File: src/rtl/pipo_load_arbiter_if.sv
// Handshake bundle between the requesters, the round-robin load arbiter and the
// downstream consumer of the shared PIPO register.
interface pipo_load_arbiter_if #(
   parameter int WIDTH = 4,
   parameter int N_REQ = 4
);
   localparam int SRC_W = $clog2(N_REQ);

   logic [N_REQ-1:0]       req;
   logic [N_REQ*WIDTH-1:0] data;
   logic [N_REQ-1:0]       gnt;
   logic [WIDTH-1:0]       q;
   logic [SRC_W-1:0]       q_src;
   logic                   q_valid;
   logic                   q_ready;

   modport slave (
      input  req,
      input  data,
      input  q_ready,
      output gnt,
      output q,
      output q_src,
      output q_valid
   );

   modport master (
      output req,
      output data,
      output q_ready,
      input  gnt,
      input  q,
      input  q_src,
      input  q_valid
   );
endinterface

File: src/rtl/pipo_load_arbiter.sv
// Round-robin load controller: picks one requester per cycle, captures its word
// into the shared output register and holds it under a valid/ready handshake.
module pipo_load_arbiter #(
   parameter int WIDTH = 4,
   parameter int N_REQ = 4
) (
   input  logic                clk,
   input  logic                rst_n,
   pipo_load_arbiter_if.slave  bus
);
   localparam int SRC_W = $clog2(N_REQ);

   localparam logic EMPTY = 1'b0;
   localparam logic FULL  = 1'b1;

   localparam logic [SRC_W:0]   NREQ_EXT = (SRC_W+1)'(N_REQ);
   localparam logic [SRC_W-1:0] LAST_IDX = SRC_W'(N_REQ - 1);

   logic [WIDTH-1:0] q_reg;
   logic [SRC_W-1:0] src_reg;
   logic             valid_reg;
   logic [SRC_W-1:0] ptr;
   logic [SRC_W-1:0] winner;
   logic [SRC_W:0]   sum;
   logic             found;
   logic             cap;

   // Search from ptr upward with one extra bit so the wrap stays below N_REQ
   // even when N_REQ is not a power of two.
   always_comb begin
      winner = '0;
      found  = 1'b0;
      sum    = '0;
      for (int k = 0; k < N_REQ; k++) begin
         sum = {1'b0, ptr} + (SRC_W+1)'(k);
         if (sum >= NREQ_EXT) begin
            sum = sum - NREQ_EXT;
         end
         if (!found && bus.req[sum[SRC_W-1:0]]) begin
            found  = 1'b1;
            winner = sum[SRC_W-1:0];
         end
      end
   end

   assign cap = rst_n & (|bus.req) & ((valid_reg == EMPTY) | bus.q_ready);

   assign bus.gnt     = cap ? (N_REQ'(1) << winner) : '0;
   assign bus.q       = q_reg;
   assign bus.q_src   = src_reg;
   assign bus.q_valid = valid_reg;

   always_ff @(posedge clk) begin
      if (!rst_n) begin
         q_reg     <= '0;
         src_reg   <= '0;
         valid_reg <= EMPTY;
         ptr       <= '0;
      end else if (cap) begin
         q_reg     <= bus.data[int'(winner)*WIDTH +: WIDTH];
         src_reg   <= winner;
         valid_reg <= FULL;
         ptr       <= (winner == LAST_IDX) ? '0 : winner + SRC_W'(1);
      end else if (valid_reg == FULL && bus.q_ready) begin
         valid_reg <= EMPTY;
      end
   end
endmodule

File: src/flat_wrapper.sv
// flat-port wrapper written by rule: the top's interface ports become plain ports
module pipo_load_arbiter_flat 
#(
   parameter int WIDTH = 4,
   parameter int N_REQ = 4
)
  (clk, rst_n, bus_req, bus_data, bus_q_ready, bus_gnt, bus_q, bus_q_src, bus_q_valid);
  pipo_load_arbiter_if #(.WIDTH(WIDTH), .N_REQ(N_REQ)) bus_i ();
  input  logic clk;
  input  logic rst_n;
  input wire logic [$bits(bus_i.req)-1:0] bus_req;
  input wire logic [$bits(bus_i.data)-1:0] bus_data;
  input wire logic [$bits(bus_i.q_ready)-1:0] bus_q_ready;
  output wire logic [$bits(bus_i.gnt)-1:0] bus_gnt;
  output wire logic [$bits(bus_i.q)-1:0] bus_q;
  output wire logic [$bits(bus_i.q_src)-1:0] bus_q_src;
  output wire logic [$bits(bus_i.q_valid)-1:0] bus_q_valid;
  assign bus_i.req = bus_req;
  assign bus_i.data = bus_data;
  assign bus_i.q_ready = bus_q_ready;
  assign bus_gnt = bus_i.gnt;
  assign bus_q = bus_i.q;
  assign bus_q_src = bus_i.q_src;
  assign bus_q_valid = bus_i.q_valid;
  pipo_load_arbiter #(.WIDTH(WIDTH), .N_REQ(N_REQ)) u_core (.clk(clk), .rst_n(rst_n), .bus(bus_i));
endmodule
File: config.mk
export PLATFORM = sky130hd
export DESIGN_NAME = pipo_load_arbiter_flat
export DESIGN_NICKNAME = d
export VERILOG_FILES = /design/src/rtl/pipo_load_arbiter_if.sv /design/src/rtl/pipo_load_arbiter.sv /design/src/flat_wrapper.sv
export SDC_FILE = /design/constraint.sdc
export NUM_CORES = 1
export LEC_CHECK = 0
export CORE_MARGIN = 4
export CORE_UTILIZATION = 30
export CTS_CLUSTER_DIAMETER = 150
export DETAILED_ROUTE_END_ITERATION = 7
export PLACE_DENSITY = 0.67
export SYNTH_ARGS = -nofsm -noshare
export SYNTH_HDL_FRONTEND = slang
export SYNTH_SLANG_ARGS = --single-unit
File: constraint.sdc
create_clock -name clk -period 5.1 [get_ports clk]
set_clock_uncertainty 0.15 [all_clocks]
set_input_delay 1.02 -clock clk [delete_from_list [all_inputs] [get_ports clk]]
set_output_delay 1.02 -clock clk [all_outputs]
set_load 0.02 [all_outputs]
== Word-level counts from Yosys, hierarchy flattened ==
Cells that the tools add are included.
Cells by class
  add/sub/neg operators: 8
  order comparisons: 8
  equality and inequality tests: 1
  shifts and indexed selects: 2
  muxes and demuxes: 23
  bitwise gates (word level): 4
  reductions and logical operators: 9
Operators by type and width (number)
  2-bit 2-to-1 mux: 9
  16-bit by 5-bit indexed part select with 4-bit output: 1
  2-bit by 3-bit less-than comparator with 1-bit output (second input constant): 4
  3-bit >= comparator (second input constant): 3
  1-bit 2-to-1 mux: 9
  1-bit binary-select mux with 2-bit select: 4
  2-bit by 1-bit subtractor with 2-bit output (second input constant): 4
  2-bit by 2-bit adder with 3-bit output (second input constant): 2
  1-bit logical AND: 4
  4-bit 2-to-1 mux: 1
  4-bit OR reduction: 1
  1-bit by 2-bit << shifter with 4-bit output (first input constant): 1
  2-bit by 1-bit adder with 3-bit output (second input constant): 1
  2-bit by 3-bit >= comparator with 1-bit output (second input constant): 1
  1-bit zero test: 3
  2-bit by 1-bit adder with 2-bit output (second input constant): 1
  1-bit AND: 2
  2-bit equality test (second input constant): 1
  2-bit nonzero test: 1
  1-bit inverter: 1
  1-bit bitwise OR: 1
Word-level totals
  flip-flop bits (word level): 9
  input port bits: 23
  output and inout port bits: 11
  word-level logic and storage cells: 59

== Longest topological paths before layout ==
Gate-level depths: netlist of the first run.
  depth in word-level cells: 16
  mapped depth: 6
  depth with buffers taken out: 5

== Least setup slack after synthesis of the first run ==
No wires, ideal clock.
  path kind: input to output
  start point: in bus_req[2]
  end point: out bus_gnt[0]
  data arrival time: 2.179 ns
  required time: 3.930 ns
  setup slack: 1.751 ns
  cell stages on the path: 6
  cell sequence: inv_1 > o221a_4 > o22ai_4 > buf_6 > inv_2 > nor3_1
Between the ends
  cells in the longest elaborated chain, start to end: 14
Ends and longest elaborated chain
  start: declaration: line flat_wrapper.sv:11  | input wire logic [$bits(bus_i.req)-1:0] bus_req;
  1-bit binary-select mux with 2-bit select: line pipo_load_arbiter.sv:39  | if (!found && bus.req[sum[SRC_W-1:0]]) begin
  1-bit 2-to-1 mux (not written as such): line pipo_load_arbiter.sv:39
  1-bit 2-to-1 mux: line pipo_load_arbiter.sv:39
  1-bit zero test: line pipo_load_arbiter.sv:39
  1-bit logical AND: line pipo_load_arbiter.sv:39
  1-bit 2-to-1 mux: line pipo_load_arbiter.sv:39
  1-bit zero test: line pipo_load_arbiter.sv:39
  1-bit logical AND: line pipo_load_arbiter.sv:39
  1-bit 2-to-1 mux: line pipo_load_arbiter.sv:39
  1-bit zero test: line pipo_load_arbiter.sv:39
  1-bit logical AND: line pipo_load_arbiter.sv:39
  2-bit 2-to-1 mux: line pipo_load_arbiter.sv:39
  1-bit by 2-bit << shifter with 4-bit output: line pipo_load_arbiter.sv:48  | assign bus.gnt = cap ? (N_REQ'(1) << winner) : '0;
  4-bit 2-to-1 mux (*): line pipo_load_arbiter.sv:48
  end: declaration: line flat_wrapper.sv:14  | output wire logic [$bits(bus_i.gnt)-1:0] bus_gnt;
Mark *: on every way between the ends. The rest lies on a longest branch, timed or not. The select of a mux whose other input is x is not followed.

== Worst setup path in the final report of the first run ==
  start point: in bus_req[3]
  end point: out bus_gnt[2]
Same word-level chain as after synthesis.

==> results of run 1 <==
## cell families after synthesis
family | Yosys count
muxes | 8
and+or+nand+nor | 22
DFF | 9
buffers and inverters | 7
AOI/OAI and AO/OA | 14
xor gates and xnor gates | 1
## worst paths after layout
check | to | slack [ns] | depth (start not counted)
max | bus_gnt[2] | 0.71 | 6
min | u_core.bus.q_src[1] | 0.31 | 2
max reg2reg | u_core.bus.q[0] | 3.36 | 5
min reg2reg | u_core.bus.q_src[1] | 0.31 | 2
## per-layer routing
layer / GRT usage [%] / wire [um] / vias up
met5: 0 / 0 / -
met4: 2.691 / 0 / 0
met3: 6.414 / 128 / 0
met2: 22.32 / 753 / 21
met1: 12.01 / 611 / 255
li1: - / - / 294
## power by group through the flow
stage	clock (mW)	sequential, mW	combinational (mW)
finish	0.0549	0.0940	0.128
global route	0.0616	0.0954	0.140
CTS	0.0571	0.0941	0.129
detailed placement	0	0.0952	0.129
global placement	0	0.0956	0.128
floorplan	0	0.105	0.0670
## metrics by stage
stage / power [mW] / area [um^2] / setup slack, ns / hold WS, ns / instances
finish: 0.2766 / 928.4 / 0.7118 / 0.3064 / 121
global route: 0.2966 / 928.4 / 0.5530 / 0.3242 / 121
CTS: 0.2807 / 928.4 / 0.6825 / 0.3125 / 121
detailed placement: 0.2240 / 902.1 / 0.6985 / 0.3042 / 117
global placement: 0.2235 / 902.1 / 0.7995 / 0.2982 / 117
floorplan: 0.1723 / 553.0 / 1.751 / 0.3264 / 61
## worst max-delay path, stage by stage
cell,delay (ns)
clkdlybuf4s50_1,0.52
nor4_1,0.34
nand3b_1,0.44
inv_1,0.16
and3_1,0.20
clkdlybuf4s50_1,0.54
## area by class of cell
| cell class | instances | share of cell area, % |
|---|---|---|
| Tap cell | 25 | 3.369 |
| Sequential cell | 9 | 19.41 |
| Inverter | 4 | 1.617 |
| Multi-Input combinational cell | 45 | 36.39 |
| Timing Repair Buffer | 34 | 36.39 |
| Clock buffer | 4 | 2.830 |
## cell usage after synthesis (all sizes together) (2+ instances only)
master / n / area (um^2)
inv: 4 / 15.01
buf: 2 / 16.26
nor3: 3 / 20.02
nor2b: 2 / 12.51
o221ai: 4 / 35.03
and3: 2 / 12.51
o21ai: 3 / 15.01
nand2b: 2 / 12.51
nand3: 6 / 30.03
nand2: 3 / 11.26
a21boi: 2 / 15.02
dfxtp: 9 / 180.2
mux2i: 8 / 80.08
==> impl_metrics.json, run 1 <==
{
  "power_frac_comb_pct": 46.2,
  "post_cts_buffers": 0,
  "num-fill-cells": 172,
  "end_kind": "output pin",
  "worst_pin_slew_ns": 0.4939,
  "ys_seq_area_share_pct": 32.58,
  "largest_reg_flops": 4,
  "insertion_delay_ns": 0.26,
  "power_switching_uw": 94.66,
  "n_antenna_cell": 0,
  "initial_core_util_pct": 31.68,
  "grt_pass1_wl_mm": 2.359,
  "syn_area_per_cell_um2": 9.066,
  "synthDistinctLibCells": 28,
  "die-area_um2": 2594,
  "ioPinCount": 34,
  "dr.pass1.iters": 4,
  "crit_arrival_ns": 3.22,
  "vdd_drop_max_mv": 0.1776,
  "fin_crit_sh_pct": 86.04,
  "numCtsBuffers": 3,
  "required_ns": 3.93,
  "drc": 0,
  "grt_pass1_vias": 583,
  "syn-cell-area_um2": 553.0,
  "slew_headroom_pct": 66.97,
  "synth-seq-cells": 9,
  "drtAntennaViolNets": 0,
  "wirelength_mm": 1.492,
  "die_x_um": 50.94,
  "final_common_cell": "clkdlybuf4s50_1",
  "maxSlewViolCount": 0,
  "tns_ns": 0,
  "max_freq_mhz": 227.9,
  "fin_util_pct": 53.19,
  "avgRoutedWirePerCell_um": 12.33,
  "yosys.area_share.simple_pct": 22.17,
  "drt_iter0_drc": 9,
  "start_kind": "input pin",
  "fp.dieH_um": 50.94,
  "area_growth_pct": 67.87,
  "vias_per_cell": 4.711,
  "hpwl_mm": 1.167,
  "rsz0062_at_grt": "false",
  "cts_max_level": 1,
  "setup_violations": 0,
  "yosysWarnings": 0,
  "grt_usage_pct": 12.20,
  "hold_viol_final": 0,
  "numPortBuffers": 33,
  "rr_startpoint": "u_core.ptr[0]",
  "startpoint": "bus_req[3]",
  "syn_nets": 84,
  "maxCapViolCount": 0,
  "leakage_nw": 0.3893,
  "core_um2": 1745,
  "via_count": 570,
  "synth_compound_area_share_pct": 22.85,
  "multi_input_area_um2": 337.8,
  "synthMuxAreaShare_pct": 14.48,
  "rows": 15,
  "hold_class": "reg2reg",
  "p_int_uw": 182.0,
  "syn_inst": 61,
  "synth-adder-area-share_pct": 0,
  "async_reset_ff_share_pct": 0,
  "clockBufferDepth": 2,
  "clock-sinks": 9,
  "drive_gt1_share_pct": 8.333,
  "gr-total-overflow": 0,
  "synth-xor-area-share_pct": 1.584,
  "root_buffer": "clkbuf_4",
  "synth_top_family_by_area": "compound AO/OA/AOI/OAI gates",
  "cts_tree": "built",
  "cts_resized": 0,
  "synth_edf_count": 0,
  "status": "finished, final reports clean",
  "layout_min_cycle_time_ns": 4.388,
  "grt_max_degree": 15,
  "power_density_nw_per_um2": 298.0,
  "antenna_found_initial": 0,
  "place_congestion": 0.7644,
  "switching_share_pct": 34.22,
  "nets": 120,
  "most-common-layout-cells": "clkdlybuf4s50_1 (33), dfxtp_1 (9), mux2i_1 (8), nand3_1 (6), o221ai_1 (4)",
  "regArea_um2": 180.2,
  "clkTransAtPathRegs_ns": 0.06,
  "power_frac_clock_pct": 19.9,
  "path_max_fanout": 14,
  "pwr-share-seq_pct": 34.0,
  "ys.flop_type": "dfxtp_1",
  "path_class": "in2out",
  "min_from": "u_core.bus.q_src[1]",
  "postCtsHoldBufs": 0
}
No activity file was read; power rests on OpenSTA's default activity.
==> run 2: changes to the inputs <==
- CORE_MARGIN: 4 -> 3
- clock period: 5.1 -> 4.65 ns (I/O delays scaled with it)
==> impl_metrics.json, run 2 (synthesized netlist as in run 1, its figures left out) <==
{
  "setup_violations": 0,
  "post_cts_buffers": 0,
  "end_kind": "output pin",
  "maxSlewViolCount": 0,
  "drc": 0,
  "critPathSlowestCell": "clkdlybuf4s50_1",
  "numPortBuffers": 33,
  "rr_startpoint": "u_core.ptr[0]",
  "clkTransAtPathRegs_ns": 0.06,
  "most-common-layout-cells": "clkdlybuf4s50_1 (33), dfxtp_1 (9), mux2i_1 (8), nand3_1 (6), o221ai_1 (4)",
  "via_count": 593,
  "switching_share_pct": 34.90,
  "fin_crit_sh_pct": 85.93,
  "largest_reg_flops": 4,
  "pwr-share-seq_pct": 33.5,
  "crit_top_cell": "clkdlybuf4s50_1",
  "ff2ff_path_depth": 5,
  "fp.dieH_um": 48.94,
  "min_to": "u_core.bus.q_src[1]",
  "crit_chain": "clkdlybuf4s50_1, nor4_1, nand3b_1, inv_1, and3_1, clkdlybuf4s50_1",
  "place_congestion": 0.7537,
  "tns_ns": 0,
  "final_common_cell": "clkdlybuf4s50_1",
  "cts_tree": "built",
  "gr-total-overflow": 0,
  "grt_pass1_wl_mm": 2.573,
  "drtAntennaViolNets": 0,
  "hpwl_mm": 1.174,
  "slowest_delay_ns": 0.53,
  "worst_pin_slew_ns": 0.3486,
  "power_frac_comb_pct": 46.4,
  "root_buffer": "clkbuf_4",
  "vdd_drop_max_mv": 0.1720,
  "path_class": "in2out",
  "core_um2": 1612,
  "rows": 14,
  "hold_viol_final": 0,
  "max_freq_mhz": 250.3,
  "die_x_um": 48.94,
  "numCtsBuffers": 3,
  "area_growth_pct": 69.00,
  "maxCapViolCount": 0,
  "status": "finished, final reports clean",
  "worstHoldPathCells": 2,
  "insertion_delay_ns": 0.26,
  "n_antenna_cell": 0,
  "hold_class": "reg2reg",
  "start_kind": "input pin",
  "leakage_nw": 0.3939,
  "power_density_nw_per_um2": 329.3,
  "wirelength_mm": 1.488,
  "avgRoutedWirePerCell_um": 12.30,
  "die-area_um2": 2395,
  "p_int_uw": 200.4,
  "cts_max_level": 1,
  "rrSetupSlack_ns": 2.87,
  "dr.pass1.iters": 4,
  "grt_pass1_vias": 606,
  "grt_usage_pct": 13.72,
  "power_switching_uw": 107.4,
  "grt_max_degree": 11,
  "rsz0062_at_grt": "false",
  "ioPinCount": 34,
  "crit_buf_inv": 3,
  "min_from": "u_core.bus.q_src[1]",
  "nets": 121,
  "drt_iter0_drc": 12,
  "cts_resized": 0,
  "pre_cts_ws_ns": 0.6717,
  "power_frac_clock_pct": 20.1,
  "cpLargestDelayFamily": "buffers and inverters",
  "crit_arrival_ns": 2.92,
  "slew_headroom_pct": 76.69,
  "drive_gt1_share_pct": 9.278,
  "clock-sinks": 9,
  "initial_core_util_pct": 34.32,
  "setup_slack_ns": 0.6543,
  "vias_per_cell": 4.901,
  "path_max_fanout": 6,
  "layout_min_cycle_time_ns": 3.996,
  "r2r_end": "u_core.bus.q[2]",
  "antenna_found_initial": 0,
  "clockBufferDepth": 2,
  "postCtsHoldBufs": 0,
  "required_ns": 3.57
}
[run 2: metrics by stage]
| step | power (mW) | hold slack, ns | utilization, % | instances | cell area (um^2) |
|---|---|---|---|---|---|
| after floorplan | 0.1889 | 0.3264 | - | 61 | 553.0 |
| after global placement | 0.2461 | 0.2921 | 56.37 | 117 | 908.4 |
| after detailed placement | 0.2479 | 0.2968 | 56.37 | 117 | 908.4 |
| after CTS | 0.3108 | 0.3078 | 58.00 | 121 | 934.6 |
| after global routing | 0.3251 | 0.3453 | 58.00 | 121 | 934.6 |
| final | 0.3078 | 0.3066 | 58.00 | 121 | 934.6 |
[run 2: cell type report]
cell class / count / area [um^2]
timing repair buffer: 35 / 345.3
inverter: 4 / 15.01
fill: 159 / 676.9
clock buffer: 4 / 26.28
sequential: 9 / 180.2
multi-input combinational: 45 / 337.8
tap: 24 / 30.03
[run 2: worst reg2reg max path: cells and delay by family, from the launching register on]
| family | cells | cell delay, ns |
|---|---|---|
| muxes | 1 | 0.20 |
| DFF | 1 | 0.35 |
| AOI/OAI and AO/OA | 3 | 0.70 |
| buffers and inverters | 1 | 0.24 |
[run 2: worst max path at each step]
stage	from	endpoint	depth (start not counted)
detailed placement	bus_req[3]	bus_gnt[3]	6
floorplan	bus_req[2]	bus_gnt[0]	6
global route	bus_req[3]	bus_gnt[2]	6
CTS	bus_req[3]	bus_gnt[3]	6
global placement	bus_req[3]	bus_gnt[2]	6
finish	bus_req[3]	bus_gnt[3]	6
[run 2: layer usage]
metal / global-route usage [%] / wire length, um / vias to the layer above
met5: 0 / 0 / -
met1: 15.96 / 670 / 267
met4: 6.635 / 0 / 0
met2: 21.04 / 651 / 27
li1: - / - / 299
met3: 6.422 / 166 / 0
[run 2: power by group through the flow]
stage	combinational [mW]	sequential [mW]	clock, mW
after floorplan	0.0735	0.115	0
after global placement	0.142	0.104	0
after detailed placement	0.143	0.105	0
after CTS	0.144	0.103	0.0634
after global routing	0.154	0.105	0.0655
final	0.143	0.103	0.0619
